[src/rtl/display_scan_rx_if.sv]
// Digit/position stream from the sequencing FSM plus the display-side outputs.
interface display_scan_rx_if;
    logic [3:0] C_Digit;
    logic [3:0] C_7Seg;
    logic [3:0] an;
    logic [6:0] seg;
    logic       frame_done;
    logic       frame_err;

    modport master (
        output C_Digit, C_7Seg,
        input  an, seg, frame_done, frame_err
    );

    modport slave (
        input  C_Digit, C_7Seg,
        output an, seg, frame_done, frame_err
    );
endinterface

[src/rtl/display_scan_rx.sv]
// Collects a 4-digit frame from the sequencer into a shadow buffer, commits it
// atomically to the display buffer and scans it onto a common-anode display.
module display_scan_rx #(
    parameter int unsigned REFRESH_DIV = 50000
) (
    input  logic              clk,
    input  logic              rst,
    display_scan_rx_if.slave  bus
);

    localparam int unsigned CW = (REFRESH_DIV > 1) ? $clog2(REFRESH_DIV) : 1;
    localparam logic [CW-1:0] CNT_LAST = CW'(REFRESH_DIV - 1);

    // Encoding equals the digit position each state is waiting for.
    typedef enum logic [1:0] {
        WAIT_D0 = 2'd0,
        WAIT_D1 = 2'd1,
        WAIT_D2 = 2'd2,
        WAIT_D3 = 2'd3
    } state_t;

    state_t           state_q, state_d;
    logic [3:0][3:0]  shadow_q, shadow_d;
    logic [3:0][3:0]  disp_q, disp_d;
    logic             acc_vld_q, acc_vld_d;
    logic [1:0]       acc_pos_q, acc_pos_d;
    logic             done_q, done_d;
    logic             err_q, err_d;
    logic [CW-1:0]    cnt_q, cnt_d;
    logic [1:0]       idx_q, idx_d;
    logic [3:0]       an_q, an_d;
    logic [6:0]       seg_q, seg_d;

    logic             code_idle;
    logic             code_vld;
    logic [1:0]       code_pos;
    logic [3:0]       cur_digit;

    // Decode the one-cold position code.
    always_comb begin
        code_idle = (bus.C_7Seg == 4'b1111);
        code_vld  = 1'b1;
        code_pos  = 2'd0;
        case (bus.C_7Seg)
            4'b0111: code_pos = 2'd3;
            4'b1011: code_pos = 2'd2;
            4'b1101: code_pos = 2'd1;
            4'b1110: code_pos = 2'd0;
            default: code_vld = 1'b0;
        endcase
    end

    // Receive FSM: hold check has priority over in-order acceptance.
    always_comb begin
        state_d   = state_q;
        shadow_d  = shadow_q;
        disp_d    = disp_q;
        acc_vld_d = 1'b0;
        acc_pos_d = acc_pos_q;
        done_d    = 1'b0;
        err_d     = 1'b0;
        if (code_idle) begin
            acc_vld_d = 1'b0;
        end else if (!code_vld) begin
            err_d   = 1'b1;
            state_d = WAIT_D3;
        end else if (acc_vld_q && (code_pos == acc_pos_q)) begin
            shadow_d[code_pos] = bus.C_Digit;
            acc_vld_d          = 1'b1;
        end else if (state_t'(code_pos) == state_q) begin
            shadow_d[code_pos] = bus.C_Digit;
            acc_vld_d          = 1'b1;
            acc_pos_d          = code_pos;
            if (state_q == WAIT_D0) begin
                disp_d    = shadow_q;
                disp_d[0] = bus.C_Digit;
                done_d    = 1'b1;
                state_d   = WAIT_D3;
            end else begin
                state_d = state_t'(2'(state_q) - 2'd1);
            end
        end else begin
            err_d = 1'b1;
            if (code_pos == 2'd3) begin
                shadow_d[3] = bus.C_Digit;
                acc_vld_d   = 1'b1;
                acc_pos_d   = 2'd3;
                state_d     = WAIT_D2;
            end else begin
                state_d = WAIT_D3;
            end
        end
    end

    // Refresh counter and scan index, independent of frame activity.
    always_comb begin
        cnt_d = cnt_q;
        idx_d = idx_q;
        if (cnt_q == CNT_LAST) begin
            cnt_d = '0;
            idx_d = idx_q + 2'd1;
        end else begin
            cnt_d = cnt_q + CW'(1);
        end
    end

    // Anode select and glyph lookup for the currently scanned digit.
    always_comb begin
        an_d      = ~(4'b0001 << idx_q);
        cur_digit = disp_q[idx_q];
        seg_d     = 7'b1111111;
        case (cur_digit)
            4'h0: seg_d = 7'b1000000;
            4'h1: seg_d = 7'b1111001;
            4'h2: seg_d = 7'b0100100;
            4'h3: seg_d = 7'b0110000;
            4'h4: seg_d = 7'b0011001;
            4'h5: seg_d = 7'b0010010;
            4'h6: seg_d = 7'b0000010;
            4'h7: seg_d = 7'b1111000;
            4'h8: seg_d = 7'b0000000;
            4'h9: seg_d = 7'b0010000;
            4'hF: seg_d = 7'b1111111;
            default: seg_d = 7'b0111111;
        endcase
    end

    // State and output registers with synchronous reset.
    always_ff @(posedge clk) begin
        if (rst) begin
            state_q   <= WAIT_D3;
            shadow_q  <= '1;
            disp_q    <= '1;
            acc_vld_q <= 1'b0;
            acc_pos_q <= 2'd0;
            done_q    <= 1'b0;
            err_q     <= 1'b0;
            cnt_q     <= '0;
            idx_q     <= 2'd0;
            an_q      <= '1;
            seg_q     <= '1;
        end else begin
            state_q   <= state_d;
            shadow_q  <= shadow_d;
            disp_q    <= disp_d;
            acc_vld_q <= acc_vld_d;
            acc_pos_q <= acc_pos_d;
            done_q    <= done_d;
            err_q     <= err_d;
            cnt_q     <= cnt_d;
            idx_q     <= idx_d;
            an_q      <= an_d;
            seg_q     <= seg_d;
        end
    end

    assign bus.an         = an_q;
    assign bus.seg        = seg_q;
    assign bus.frame_done = done_q;
    assign bus.frame_err  = err_q;

endmodule
[src/flat_wrapper.sv]
// flat-port wrapper written by rule: the top's interface ports become plain ports
module display_scan_rx_flat 
#(
    parameter int unsigned REFRESH_DIV = 50000
)
  (clk, rst, bus_C_Digit, bus_C_7Seg, bus_an, bus_seg, bus_frame_done, bus_frame_err);
  display_scan_rx_if bus_i ();
  input  logic clk;
  input  logic rst;
  input wire logic [$bits(bus_i.C_Digit)-1:0] bus_C_Digit;
  input wire logic [$bits(bus_i.C_7Seg)-1:0] bus_C_7Seg;
  output wire logic [$bits(bus_i.an)-1:0] bus_an;
  output wire logic [$bits(bus_i.seg)-1:0] bus_seg;
  output wire logic [$bits(bus_i.frame_done)-1:0] bus_frame_done;
  output wire logic [$bits(bus_i.frame_err)-1:0] bus_frame_err;
  assign bus_i.C_Digit = bus_C_Digit;
  assign bus_i.C_7Seg = bus_C_7Seg;
  assign bus_an = bus_i.an;
  assign bus_seg = bus_i.seg;
  assign bus_frame_done = bus_i.frame_done;
  assign bus_frame_err = bus_i.frame_err;
  display_scan_rx #(.REFRESH_DIV(REFRESH_DIV)) u_core (.clk(clk), .rst(rst), .bus(bus_i));
endmodule
[config.mk]
export PLATFORM = sky130hd
export DESIGN_NAME = display_scan_rx_flat
export DESIGN_NICKNAME = d
export VERILOG_FILES = /design/src/rtl/display_scan_rx_if.sv /design/src/rtl/display_scan_rx.sv /design/src/flat_wrapper.sv
export SDC_FILE = /design/constraint.sdc
export NUM_CORES = 1
export LEC_CHECK = 0
export CAP_MARGIN = 20
export CORE_UTILIZATION = 50
export DETAILED_ROUTE_END_ITERATION = 16
export PLACE_DENSITY = 0.69
export SYNTH_ARGS = -nofsm -noshare
export SYNTH_HDL_FRONTEND = slang
export SYNTH_SLANG_ARGS = --single-unit
[constraint.sdc]
create_clock -name clk -period 5.6 [get_ports clk]
set_input_delay 1.4 -clock clk [delete_from_list [all_inputs] [get_ports clk]]
set_output_delay 1.4 -clock clk [all_outputs]
set_load 0.02 [all_outputs]
==> flow_summary.toml <==
[timing]
setup-tns-final_ns = 0
grt_setup_unrepaired = "no"
setup_violations = 0
finalMaxSlewViolations = 0
hold_violations = 0
period_minus_slack_ns = 3.703
period_share = 0.6612
finalClockSkew_ns = 0.007127
setup_slack_ns = 1.897
relSlewSlack = 0.3558
tightest_slew_ns = 0.9663
max_freq_ghz = 0.2701

[detailed_routing]
viasPerCell = 5.350
dr.pass1.iters = 4
drt_iter0_markers = 82
drc_errors = 0
detail-route-antenna-nets = 0
routed_wirelength_um = 5593
dr_total_vias = 2306
wire_per_inst_um = 12.98

[synthesis]
synth_area_mm2 = 0.003115
synth_cell_types = 50
synth_fa_ha_area_frac = 0.04418
yosys-top-cells-area = "dfxtp_1 (41%), mux2i_1 (9.3%), nor2_1 (7.3%)"
syn-num-nets = 359
synth_xor_area_frac = 0.05341
yosysSeqAreaShare = 0.4112
post-synth-top-area-fraction = 0.4112
synth-compound-area-share = 0.1024
muxShareOfSynthArea = 0.1293
synth-edff-count = 0
synthSimpleGateAreaFrac = 0.2153
yosys_register_bits = 64
ys_async_sr_fraction = 0
ys.flop_type = "dfxtp_1"
yosysTopAreaCell = "dfxtp_1"
yosys_warnings = 0
syn_area_per_cell_um2 = 9.217
synth_top_family_by_area = "simple AND/OR/NAND/NOR gates"
synthCells = 338

[clock_tree]
cts_buffer_depth = 2
post_cts_buffers = 0
root_buffer = "clkbuf_8"
cts_tree = "yes"
htree_levels = 3
path_clk_slew_ns = 0.07
clock-sinks = 64
numCtsBuffers = 9
worstSkewPairLatency_ns = 0.33
cts-resized-gates = 0
cts_hold_buf = 0

[floorplanning]
pin_count = 23
core-area_mm2 = 0.005956
die_area_mm2 = 0.006550
initial_core_util = 0.5231
rows = 28
die_w_um = 80.94
chipHeight_um = 80.94

[cells_and_area]
fill_cells = 571
diodes = 0
area_growth_pct = 11.89
final_common_cell = "dfxtp_1"
final_util = 0.5853
finish.net_count = 373
final_cell_mix = "dfxtp_1 (64), nor2_1 (61), mux2i_1 (29), clkdlybuf4s50_1 (21)"
drive_gt1_frac = 0.07584

[placement]
gp_congestion = 0.8368
dp_slack_ns = 1.599
portBuffers = 22
place_hpwl_um = 3864

[setup_path]
startpoint_type = "input port"
cp.required_ns = 5.86
path_max_fanout = 17
cp_data_arrival_time_ns = 3.96
critical_path_class = "input port to flip-flop"
cp-end-kind = "flip-flop"

[global_routing]
grt_pass1_wl_um = 9418
antenna_found_initial = 0
track_usage = 0.1890
grt_overflow = 0
grt_pass1_vias = 2107
grt_start_max_net_pins = 58

[worst_hold_path]
holdCritPathClass = "flip-flop to flip-flop"

[power_and_ir_drop]
power_mw = 0.8332
leakage_nw = 1.380
powerDensity_mw_per_mm2 = 239.0
vdd_drop_max_mv = 0.1605

[job]
cap_viol_max_count = 0

[run_status]
status = "finished clean"
[routing by layer]
metal,GRT usage,part of all wire,vias to the layer above,routed length [um]
met3,0.05056,0.024,7,136
met5,0,0,-,0
met2,0.3101,0.48,25,2668
li1,-,-,1193,-
met4,0.06429,0.013,0,70
met1,0.2386,0.49,1081,2717
[cells in the mapped netlist, types with 2 or more instances]
cell       n
buf_1      2
buf_2      3
ha_1      11
nand2_1   14
mux2i_1   29
o211ai_1   2
inv_1     10
xnor2_1   11
o21ai_0   14
nor2_1    61
clkbuf_1   9
a21o_1     4
a21oi_1    9
a211o_1    6
dfxtp_1   64
nor2b_1    7
nor3b_1    4
nor3_1     2
mux4_2     4
and4_1     3
nand3_1   13
nand3b_1   2
buf_4      3
mux2_2     2
nand2b_1  10
clkbuf_2   2
xor2_1     8
nand4_1    2
and3_1     2
nor4_1     5
[critical path, cell delays in order]
cell and delay, ns:
clkdlybuf4s50_1 0.84, and3b_1 0.30, and4_1 0.23, a311oi_2 0.42
a211o_1 0.52, mux2i_1 0.25
[path summary, 6_finish.rpt]
kind                startpoint  depth (start not counted)  slack [ns]          endpoint
max              bus_C_7Seg[2]                          6        1.90  u_core.disp_q[0]
min            u_core.cnt_q[0]                          1        0.48   u_core.cnt_q[0]
max reg2reg  u_core.state_q[0]                          5        3.51  u_core.disp_q[0]
min reg2reg    u_core.cnt_q[0]                          1        0.48   u_core.cnt_q[0]
[where the power goes]
part           internal (mW)  total (mW)  switching [mW]
sequential             0.460       0.464         0.00415
clock                  0.156       0.319           0.163
combinational         0.0205      0.0503          0.0297
[stage by stage]
| step | cells | hold WS, ns | instance area [um2] |
|---|---|---|---|
| after detailed placement | 416 | 0.4704 | 3332 |
| after global routing | 431 | 0.5195 | 3486 |
| final | 431 | 0.4821 | 3486 |
| after CTS | 431 | 0.4846 | 3486 |
| after floorplan | 338 | 0.4414 | 3115 |
| after global placement | 416 | 0.4595 | 3332 |
[cell families (layout without fill, tap and decap cells)]
group / count (synthesis) / in the layout
DFF: 64 / 64
muxes: 35 / 35
xor gates and xnor gates: 19 / 19
buffers and inverters: 30 / 48
adders and majority gates: 11 / 11
and+or+nand+nor: 134 / 134
AOI/OAI and AO/OA: 45 / 45
[flip-flops by register name, summed over array words and instances, names as in the netlist]
register,count
u_core.cnt_q,16
u_core.disp_q,16
u_core.shadow_q,12
u_core.bus.seg,7
u_core.bus.an,4
u_core.acc_pos_q,2
u_core.idx_q,2
u_core.state_q,2
u_core.acc_vld_q,1
u_core.bus.frame_done,1
u_core.bus.frame_err,1
[final cells by class]
class / instances / area (um2) / share of cell area
clock buffers: 11 / 131.4 / 0.03769
multi-input cells: 244 / 1697 / 0.4867
clock inverters: 4 / 22.52 / 0.006461
well taps: 75 / 93.84 / 0.02692
inverters: 10 / 37.54 / 0.01077
flip-flops and latches: 64 / 1281 / 0.3676
repair buffers: 23 / 222.7 / 0.06389
(Power assumes the default switching activity.)
